File: src/rtl/cd_csr_pkg.sv
// cd_csr_pkg: register map, INT_FLAG bit positions and reset values for cd_csr_gen2.
package cd_csr_pkg;
  localparam logic [4:0] A_VERSION       = 5'h00;
  localparam logic [4:0] A_SETTING       = 5'h01;
  localparam logic [4:0] A_IDLE_WAIT_LEN = 5'h02;
  localparam logic [4:0] A_TX_PERMIT_LEN = 5'h03;
  localparam logic [4:0] A_MAX_IDLE_LEN  = 5'h04;
  localparam logic [4:0] A_TX_PRE_LEN    = 5'h05;
  localparam logic [4:0] A_FILTER        = 5'h06;
  localparam logic [4:0] A_DIV_LS        = 5'h07;
  localparam logic [4:0] A_DIV_HS        = 5'h08;
  localparam logic [4:0] A_INT_FLAG      = 5'h09;
  localparam logic [4:0] A_INT_MASK      = 5'h0a;
  localparam logic [4:0] A_RX_CTRL       = 5'h0b;
  localparam logic [4:0] A_TX_CTRL       = 5'h0c;
  localparam logic [4:0] A_RX_PAGE_FLAG  = 5'h0d;
  localparam logic [4:0] A_FILTER_M0     = 5'h0e;
  localparam logic [4:0] A_FILTER_M1     = 5'h0f;
  localparam logic [4:0] A_CNT_RX_FRAME  = 5'h10;
  localparam logic [4:0] A_CNT_RX_ERR    = 5'h11;
  localparam logic [4:0] A_CNT_CD        = 5'h12;
  localparam logic [4:0] A_CNT_TX_ERR    = 5'h13;
  localparam logic [4:0] A_CNT_CTRL      = 5'h14;
  localparam int INT_TX_ERR     = 7;
  localparam int INT_CD         = 6;
  localparam int INT_TX_IDLE    = 5;
  localparam int INT_RX_ERR     = 4;
  localparam int INT_RX_LOST    = 3;
  localparam int INT_RX_BREAK   = 2;
  localparam int INT_RX_PENDING = 1;
  localparam int INT_BUS_IDLE   = 0;
  localparam logic [6:0] RST_SETTING   = 7'h10;
  localparam logic [7:0] RST_IDLE_WAIT = 8'd10;
  localparam logic [9:0] RST_TX_PERMIT = 10'd20;
  localparam logic [9:0] RST_MAX_IDLE  = 10'd200;
  localparam logic [1:0] RST_TX_PRE    = 2'd1;
  localparam logic [7:0] RST_FILTER    = 8'hff;
endpackage

File: src/rtl/cd_sat_cnt.sv
// cd_sat_cnt: saturating event counter with synchronous clear and shadow snapshot.
// Ports: inc counts one event, clr zeroes live (dropping a coincident event),
// snap copies the pre-clear live value into shadow.
module cd_sat_cnt #(
  parameter int CNT_W = 16
) (
  input  logic             clk,
  input  logic             reset_n,
  input  logic             inc,
  input  logic             clr,
  input  logic             snap,
  output logic [CNT_W-1:0] live,
  output logic [CNT_W-1:0] shadow
);
  always_ff @(posedge clk or negedge reset_n)
    if (!reset_n) begin
      live   <= '0;
      shadow <= '0;
    end else begin
      if (snap) shadow <= live;
      live <= clr ? '0 : (inc && !(&live)) ? live + CNT_W'(1) : live;
    end
endmodule

File: src/rtl/cd_csr_gen2.sv
// cd_csr_gen2: CDBUS control/status registers on an Avalon-MM slave.
// Ports: csr_* Avalon slave (1-cycle registered read), irq; mode/length/filter/divider
// configuration outputs; rx/tx command strobes and has_break; rx/tx status pulses and levels.
module cd_csr_gen2 import cd_csr_pkg::*; #(
  parameter logic [7:0]  VERSION  = 8'h10,
  parameter logic [15:0] DIV_LS   = 16'd346,
  parameter logic [15:0] DIV_HS   = 16'd346,
  parameter int          N_FILTER = 2,
  parameter int          CNT_W    = 16
) (
  input  logic                  clk,
  input  logic                  reset_n,
  output logic                  irq,
  input  logic [4:0]            csr_address,
  input  logic [3:0]            csr_byteenable,
  input  logic                  csr_read,
  output logic [31:0]           csr_readdata,
  output logic                  csr_readdatavalid,
  input  logic                  csr_write,
  input  logic [31:0]           csr_writedata,
  output logic                  full_duplex,
  output logic                  break_sync,
  output logic                  arbitration,
  output logic                  not_drop,
  output logic                  user_crc,
  output logic                  tx_invert,
  output logic                  tx_push_pull,
  output logic [7:0]            idle_wait_len,
  output logic [9:0]            tx_permit_len,
  output logic [9:0]            max_idle_len,
  output logic [1:0]            tx_pre_len,
  output logic [7:0]            filter,
  output logic [8*N_FILTER-1:0] filter_m,
  output logic [15:0]           div_ls,
  output logic [15:0]           div_hs,
  output logic                  rx_ram_rd_done,
  output logic                  rx_clean_all,
  input  logic [7:0]            rx_ram_rd_flags,
  input  logic                  rx_error,
  input  logic                  rx_ram_lost,
  input  logic                  rx_break,
  input  logic                  rx_frame_done,
  input  logic                  rx_pending,
  input  logic                  bus_idle,
  output logic                  tx_ram_switch,
  output logic                  tx_abort,
  output logic                  has_break,
  input  logic                  ack_break,
  input  logic                  cd,
  input  logic                  tx_err,
  input  logic                  tx_pending
);
  // All eight filter bytes are held; bytes >= N_FILTER are masked from reads and outputs.
  localparam logic [63:0] FM_MASK = (64'd1 << (8 * N_FILTER)) - 64'd1;
  logic [6:0]       setting;
  logic [63:0]      fm;
  logic [7:0]       int_mask, sticky, int_flag, int_set, ctl;
  logic [31:0]      wm, rd_mux;
  logic [3:0]       cnt_inc;
  logic             cnt_clr, cnt_snap;
  logic [CNT_W-1:0] cnt_live [4];
  logic [CNT_W-1:0] cnt_shadow [4];
  function automatic logic we(input logic [4:0] a);
    return csr_write && csr_address == a;
  endfunction
  assign {full_duplex, break_sync, arbitration, not_drop, user_crc, tx_invert, tx_push_pull} = setting;
  assign filter_m = fm[8*N_FILTER-1:0];
  assign wm  = {{8{csr_byteenable[3]}}, {8{csr_byteenable[2]}}, {8{csr_byteenable[1]}}, {8{csr_byteenable[0]}}};
  assign ctl = csr_writedata[7:0] & wm[7:0];
  assign cnt_inc  = {tx_err, cd, rx_error | rx_ram_lost, rx_frame_done};
  assign cnt_clr  = we(A_CNT_CTRL) & ctl[0];
  assign cnt_snap = we(A_CNT_CTRL) & ctl[1];
  always_comb begin
    int_set = '0;
    int_set[INT_TX_ERR]   = tx_err;
    int_set[INT_CD]       = cd;
    int_set[INT_RX_ERR]   = rx_error;
    int_set[INT_RX_LOST]  = rx_ram_lost;
    int_set[INT_RX_BREAK] = rx_break;
    int_flag = sticky;
    int_flag[INT_TX_IDLE]    = ~tx_pending;
    int_flag[INT_RX_PENDING] = rx_pending;
    int_flag[INT_BUS_IDLE]   = bus_idle;
  end
  always_comb begin
    rd_mux = '0;
    case (csr_address)
      A_VERSION:       rd_mux = {24'b0, VERSION};
      A_SETTING:       rd_mux = {25'b0, setting};
      A_IDLE_WAIT_LEN: rd_mux = {24'b0, idle_wait_len};
      A_TX_PERMIT_LEN: rd_mux = {22'b0, tx_permit_len};
      A_MAX_IDLE_LEN:  rd_mux = {22'b0, max_idle_len};
      A_TX_PRE_LEN:    rd_mux = {30'b0, tx_pre_len};
      A_FILTER:        rd_mux = {24'b0, filter};
      A_DIV_LS:        rd_mux = {16'b0, div_ls};
      A_DIV_HS:        rd_mux = {16'b0, div_hs};
      A_INT_FLAG:      rd_mux = {24'b0, int_flag};
      A_INT_MASK:      rd_mux = {24'b0, int_mask};
      A_TX_CTRL:       rd_mux = {26'b0, has_break, 5'b0};
      A_RX_PAGE_FLAG:  rd_mux = {24'b0, rx_ram_rd_flags};
      A_FILTER_M0:     rd_mux = fm[31:0] & FM_MASK[31:0];
      A_FILTER_M1:     rd_mux = fm[63:32] & FM_MASK[63:32];
      A_CNT_RX_FRAME:  rd_mux = 32'(cnt_shadow[0]);
      A_CNT_RX_ERR:    rd_mux = 32'(cnt_shadow[1]);
      A_CNT_CD:        rd_mux = 32'(cnt_shadow[2]);
      A_CNT_TX_ERR:    rd_mux = 32'(cnt_shadow[3]);
      default:         rd_mux = '0;
    endcase
  end
  always_ff @(posedge clk or negedge reset_n)
    if (!reset_n) begin
      setting           <= RST_SETTING;
      idle_wait_len     <= RST_IDLE_WAIT;
      tx_permit_len     <= RST_TX_PERMIT;
      max_idle_len      <= RST_MAX_IDLE;
      tx_pre_len        <= RST_TX_PRE;
      filter            <= RST_FILTER;
      fm                <= '1;
      div_ls            <= DIV_LS;
      div_hs            <= DIV_HS;
      int_mask          <= '0;
      sticky            <= '0;
      irq               <= 1'b0;
      has_break         <= 1'b0;
      rx_ram_rd_done    <= 1'b0;
      rx_clean_all      <= 1'b0;
      tx_ram_switch     <= 1'b0;
      tx_abort          <= 1'b0;
      csr_readdata      <= '0;
      csr_readdatavalid <= 1'b0;
    end else begin
      if (we(A_SETTING))       setting       <= (setting & ~wm[6:0]) | (csr_writedata[6:0] & wm[6:0]);
      if (we(A_IDLE_WAIT_LEN)) idle_wait_len <= (idle_wait_len & ~wm[7:0]) | ctl;
      if (we(A_TX_PERMIT_LEN)) tx_permit_len <= (tx_permit_len & ~wm[9:0]) | (csr_writedata[9:0] & wm[9:0]);
      if (we(A_MAX_IDLE_LEN))  max_idle_len  <= (max_idle_len & ~wm[9:0]) | (csr_writedata[9:0] & wm[9:0]);
      if (we(A_TX_PRE_LEN))    tx_pre_len    <= (tx_pre_len & ~wm[1:0]) | ctl[1:0];
      if (we(A_FILTER))        filter        <= (filter & ~wm[7:0]) | ctl;
      if (we(A_DIV_LS))        div_ls        <= (div_ls & ~wm[15:0]) | (csr_writedata[15:0] & wm[15:0]);
      if (we(A_DIV_HS))        div_hs        <= (div_hs & ~wm[15:0]) | (csr_writedata[15:0] & wm[15:0]);
      if (we(A_INT_MASK))      int_mask      <= (int_mask & ~wm[7:0]) | ctl;
      if (we(A_FILTER_M0))     fm[31:0]      <= (fm[31:0] & ~wm) | (csr_writedata & wm);
      if (we(A_FILTER_M1))     fm[63:32]     <= (fm[63:32] & ~wm) | (csr_writedata & wm);
      // OR-ing the new events after the W1C mask lets a coincident event win over the clear.
      sticky            <= (sticky & ~(we(A_INT_FLAG) ? ctl : 8'h00)) | int_set;
      irq               <= |(int_flag & int_mask);
      rx_ram_rd_done    <= we(A_RX_CTRL) & ctl[1];
      rx_clean_all      <= we(A_RX_CTRL) & ctl[4];
      tx_ram_switch     <= we(A_TX_CTRL) & ctl[1];
      tx_abort          <= we(A_TX_CTRL) & ctl[4];
      has_break         <= (we(A_TX_CTRL) & ctl[5]) | (has_break & ~ack_break);
      csr_readdatavalid <= csr_read;
      if (csr_read) csr_readdata <= rd_mux;
    end
  for (genvar i = 0; i < 4; i++) begin : g_cnt
    cd_sat_cnt #(.CNT_W(CNT_W)) u_cnt (
      .clk(clk),
      .reset_n(reset_n),
      .inc(cnt_inc[i]),
      .clr(cnt_clr),
      .snap(cnt_snap),
      .live(cnt_live[i]),
      .shadow(cnt_shadow[i])
    );
  end
endmodule

File: config.mk
export PLATFORM = sky130hd
export DESIGN_NAME = cd_csr_gen2
export DESIGN_NICKNAME = d
export VERILOG_FILES = /design/src/rtl/cd_csr_pkg.sv /design/src/rtl/cd_sat_cnt.sv /design/src/rtl/cd_csr_gen2.sv
export SDC_FILE = /design/constraint.sdc
export NUM_CORES = 1
export LEC_CHECK = 0
export CORE_MARGIN = 2
export CORE_UTILIZATION = 54
export DETAILED_ROUTE_END_ITERATION = 6
export GPL_TIMING_DRIVEN = 0
export PLACE_DENSITY_LB_ADDON = 0.25
export SYNTH_ARGS = -nofsm -noshare
export SYNTH_HDL_FRONTEND = slang
export SYNTH_SLANG_ARGS = --single-unit
File: constraint.sdc
create_clock -name clk -period 2.6 [get_ports clk]
set_clock_uncertainty 0.05 [all_clocks]
set_input_delay 0.52 -clock clk [delete_from_list [all_inputs] [get_ports clk]]
set_output_delay 0.52 -clock clk [all_outputs]
set_load 0.01 [all_outputs]
Word-level counts from Yosys, hierarchy flattened
Index checks and enable logic that the tools add are counted.
{"block": "totals", "inputBits": 63, "regBits": 292}
{"block": "op_classes", "reduce_logical": 32, "n_eq_ne": 19, "muxes": 10, "add_sub_neg": 4, "n_bitwise": 47}
{"operator": "$pmux W16 S18", "n": 1}
{"operator": "$mux W16", "n": 8}
{"operator": "$add A16 B1 Y16 const B", "n": 4}
{"operator": "$and A32 B32 Y32", "n": 2}
{"operator": "$reduce_and A16 Y1", "n": 4}
{"operator": "$and A16 B16 Y16", "n": 3}
{"operator": "$and A8 B8 Y8", "n": 6}
{"operator": "$eq A5 B4 Y1 const B", "n": 7}
{"operator": "$not A32 Y32", "n": 1}
{"operator": "$or A16 B16 Y16", "n": 2}
{"operator": "$or A32 B32 Y32", "n": 1}
{"operator": "$or A8 B8 Y8", "n": 4}
{"operator": "$and A10 B10 Y10", "n": 3}
{"operator": "$eq A5 B5 Y1 const B", "n": 5}
{"operator": "$eq A5 B3 Y1 const B", "n": 4}
{"operator": "$or A10 B10 Y10", "n": 2}
{"operator": "$logic_and A1 B1 Y1", "n": 18}
{"operator": "$not A16 Y16", "n": 1}
{"operator": "$not A8 Y8", "n": 2}
{"operator": "$and A7 B7 Y7", "n": 2}
{"operator": "$eq A5 B2 Y1 const B", "n": 2}
{"operator": "$not A10 Y10", "n": 1}
{"operator": "$and A1 B1 Y1", "n": 8}
{"operator": "$mux W8", "n": 1}
{"operator": "12 further kinds", "n": 20}

Logic depth before layout (Yosys ltp)
{"block": "depth", "word_depth": 6, "ltp_mapped": 8}

Hierarchy
A second synthesis with hierarchy kept.
{"block": "hier_totals", "cells_unflattened": 1094, "hier_area_um2": 12844.8}
{"mod": "cd_csr_gen2", "area_per_inst_um2": 6739.0, "seq_area_each_um2": 3281.9, "n_inst": 1, "cells_per_inst": 542}
{"mod": "cd_sat_cnt", "area_per_inst_um2": 1526.5, "seq_area_each_um2": 800.8, "n_inst": 4, "cells_per_inst": 138}

Worst setup path after synthesis
No wires, ideal clock.
{"block": "synth_timing", "path_kind": "input -> register", "startpoint": "input csr_address[4]", "endpoint": "register with a tool-made name", "path_slack_ns": 0.545, "t_required_ns": 2.425, "arrival_time_ns": 1.880, "stages": 5, "path_cell_list": "buf_4 -> or3b_4 -> or3_1 -> buf_6 -> mux2_4"}
{"item": "start: declaration", "line_no": "cd_csr_gen2.sv:14", "source": "input logic [4:0] csr_address,"}

Worst setup path in the final report
{"block": "layout_timing", "startpoint": "input csr_address[3]", "endpoint": "register g_cnt[0].u_cnt.live[11]"}
{"block": "layout_between", "elab_chain_len": 4, "word_cells_on_any_way": 5, "classes_between": "eq/ne: 1; mux: 1; bitwise: 1; reduce/logical: 2"}
{"item": "$eq A5 B5 Y1 (*)", "line_no": "cd_csr_gen2.sv:64", "source": "return csr_write && csr_address == a;"}
{"item": "$logic_and A1 B1 Y1 (*)", "line_no": "cd_csr_gen2.sv:64"}
{"item": "$and A1 B1 Y1 (*)", "line_no": "cd_csr_gen2.sv:71", "source": "assign cnt_clr = we(A_CNT_CTRL) & ctl[0];"}
{"item": "$mux W16 or $reduce_bool A2 Y1 (tied branches)"}
{"item": "end signal: assignment", "line_no": "cd_sat_cnt.sv:21", "source": "live <= clr ? '0 : (inc && !(&live)) ? live + CNT_W'(1) : live;"}
{"item": "end: declaration", "line_no": "cd_sat_cnt.sv:12", "source": "output logic [CNT_W-1:0] live,"}
Mark *: on every way between the ends. The rest lies on a longest branch, timed or not.
A chain may end at the register's enable or synchronous reset.

==> results.toml <==
[setup_path]
crit_end = "g_cnt[0].u_cnt.live[11]"
r2r_cells = 6
worst_ep_arrival_time_ps = 2940
worstReg2RegStart = "g_cnt[1].u_cnt.live[1]"
r2r_slack_ps = 430
path_max_fanout = 10
end_kind = "flop"
worstSetupStartpoint = "csr_address[3]"
cp-start-kind = "input pin"
timing.rr.end = "g_cnt[1].u_cnt.live[6]"
criticalPathCategory = "in2reg"
worst-endpoint-required_ps = 2970

[grt]
grt_use_met1_pct = 45.9
antenna_found_initial = 1
met2_usage_pct = 49.9
grt_pass1_vias = 9757
grt_pass1_wl_mm = 58.9
gr-usage-all-layers_pct = 32.0
use_met3_pct = 5.50
gr-total-overflow = 0
grt_max_degree = 112
grt.busiest_layer = "met2"

[logic_synthesis]
ys_seq_area_share_pct = 52.1
yosys.area.top_type = "dfrtp_1"
syn_area_mm2 = 0.0124
ys.flop_type = "dfrtp_1"
syn_inst = 1063
avgSynthCellArea_um2 = 11.7
async_flop_share_pct = 100
synth_area_leaders = "dfrtp_1, mux2_2, dfstp_2"
synth_edf_count = 0
ys_types = 73
synth_seq_cells = 257
synth_top_area_share_pct = 43.0
yosysWarnings = 0

[cells_and_area]
area_growth_pct = 24.9
drive_gt1_share_pct = 26.3
fin_nets = 1332
finish.utilization_pct = 68.6
stdcell_area_mm2 = 0.0155

[sta]
max_slew_margin_pct = 42.7
layout_min_cycle_time_ps = 2570
tns_ps = 0
setup-violations-final = 0
fmax_mhz = 389
grt_setup_unrepaired = "yes"
drv_slew = 0
fin_crit_sh_pct = 98.8
worstMarginPinSlew_ps = 856
hold_viol = 0

[job]
drv_cap = 0

[hold_path]
min-delay-path-class = "in2reg"

[clock_network]
cts_max_level = 1
cts_tree = "done"
numClockSinks = 257
clock_path_buffers = 3
clkLatencyLatePin_ps = 540
cts_root_buffer = "clkbuf_16"
path_clk_slew_ps = 70
numCtsBuffers = 28

[run_status]
outcome = "finished clean"

[die]
die_h_um = 156
dieArea_mm2 = 0.0243
die_w_um = 156
core_region_area_mm2 = 0.0226
num_rows = 55
boundaryPins = 195
start_util_pct = 55.0

[place]
port_buffers = 155
gp_congestion = 1.01
dpl-instance-area_mm2 = 0.0145
hpwl_mm = 27.8

[pwr]
p_leak_nw = 6.86
ir_drop_mv = 0.591
power_density_mw_per_mm2 = 725

[route]
drt_iter0_markers = 1013
wl_mm = 38.3
route.vias.total = 9981
drt-vias-per-instance = 6.35
drc = 0
routedWlPerCell_um = 24.4
final_antenna_net_count = 0
firstDrtPassIters = 6
## power breakdown
part | leakage, nW | total [mW] | internal [mW] | switching [mW]
Combinational | 3.06 | 1.86 | 0.967 | 0.891
Sequential | 3.30 | 5.12 | 4.56 | 0.567
Clock | 0.496 | 4.29 | 2.64 | 1.65
## Yosys cell counts (all sizes together), types with 3 or more instances
| cell type | number |
|---|---|
| dfrtp | 214 |
| mux2 | 168 |
| nor2 | 77 |
| nand2 | 59 |
| buf | 53 |
| a22oi | 45 |
| dfstp | 43 |
| nand4 | 34 |
| clkbuf | 27 |
| xnor2 | 27 |
| nand3 | 26 |
| o21ai | 22 |
| nor3 | 21 |
| xor2 | 21 |
| a21oi | 20 |
| and3 | 20 |
| mux2i | 15 |
| nor2b | 11 |
| and2 | 10 |
| and4 | 10 |
| a22o | 9 |
| a31oi | 9 |
| a32oi | 9 |
| inv | 9 |
| or3 | 9 |
| a211oi | 8 |
| nor4 | 8 |
| a21o | 6 |
| o2111ai | 5 |
| o211ai | 5 |
| a221oi | 4 |
| ha | 4 |
| nor3b | 4 |
| o22ai | 4 |
| a222oi | 3 |
| and3b | 3 |
| nand2b | 3 |
| nand3b | 3 |
## logic make-up after synthesis
group	Yosys count	synth area share (%)
AO/OA/AOI/OAI	169	9.90
XOR/XNOR	48	3.38
adder cells (fa/ha/maj)	4	0.402
buffers and inverters	89	3.77
flip-flops	257	52.1
multiplexers	183	16.6
other	1	0.0301
AND/OR/NAND/NOR	312	13.8
## worst max-delay path, stage by stage
cell and delay [ps]:
clkdlybuf4s50_1 480, buf_6 180, nand4b_1 300, nor4_2 330, and2_1 180, clkbuf_1 270, clkbuf_4 340, buf_2 260
nor2_1 70
## layout make-up
cell class / count / area [um^2]
tap: 285 / 357
sequential: 257 / 6480
antenna: 1 / 2.50
multi-input combinational: 732 / 5580
buffer: 79 / 454
fill: 1643 / 7100
timing repair buffer: 158 / 1620
clock buffer: 36 / 792
clock inverter: 16 / 210
inverter: 9 / 33.8
## through the flow
stage / hold slack [ps] / setup WS, ps / power (mW) / instances
3_3_place_gp: 431 / -9710 / 6.91 / 1518
6_report: 392 / 30.8 / 11.3 / 1573
3_5_place_dp: 442 / -981 / 7.00 / 1520
4_1_cts: 369 / 40.2 / 11.3 / 1572
5_1_grt: 391 / -104 / 11.7 / 1572
2_1_floorplan: 174 / 545 / 5.99 / 1078
## metal layers
layer | part of all wire (%) | vias up
met5 | 0 | -
met4 | 3.1 | 0
met3 | 8.9 | 95
met2 | 46 | 529
met1 | 42 | 5045
li1 | - | 4312
## placed cells by master, fill, tap and decap left out, types with 6 or more instances in the layout
cell type | Yosys | routed
dfrtp_1 | 214 | 214
mux2_2 | 161 | 161
clkdlybuf4s50_1 | 0 | 153
nor2_1 | 76 | 74
nand2_1 | 59 | 59
a22oi_1 | 45 | 45
dfstp_2 | 43 | 43
nand4_1 | 34 | 34
clkbuf_16 | 0 | 29
xnor2_1 | 27 | 27
nand3_1 | 26 | 26
clkbuf_1 | 27 | 25
o21ai_0 | 22 | 21
xor2_1 | 21 | 21
buf_4 | 18 | 20
and3_1 | 20 | 20
a21oi_1 | 20 | 20
buf_2 | 24 | 19
conb_1 | 1 | 16
mux2i_1 | 15 | 15
nor3_1 | 14 | 13
and4_1 | 10 | 10
or3_1 | 9 | 9
inv_1 | 9 | 9
a31oi_1 | 9 | 9
nor2b_1 | 11 | 9
a22o_1 | 9 | 9
a32oi_1 | 9 | 9
clkinv_2 | 0 | 9
and2_1 | 9 | 8
a211oi_1 | 8 | 8
mux2_4 | 7 | 7
a21o_1 | 6 | 6
nor3_4 | 4 | 6
nor4_1 | 6 | 6
## worst min-delay path by stage
stage	from	slack [ps]	to	cells past startpoint
after floorplan	reset_n	170	async pin	0
after global placement	g_cnt[2].u_cnt.shadow[12]	430	g_cnt[2].u_cnt.shadow[12]	2
after detailed placement	g_cnt[2].u_cnt.shadow[12]	440	g_cnt[2].u_cnt.shadow[12]	2
after CTS	cd	370	sticky[6]	2
after global routing	cd	390	sticky[6]	2
final	cd	390	sticky[6]	2
## repair_timing
action,4_1_cts,5_1_grt
buffers inserted,0,0
hold buffers,1,0
endpoints found under the hold margin,58,0
gates resized for setup,4,23
setup endpoints to repair,29,63
Power figures use the tool's default switching activity.
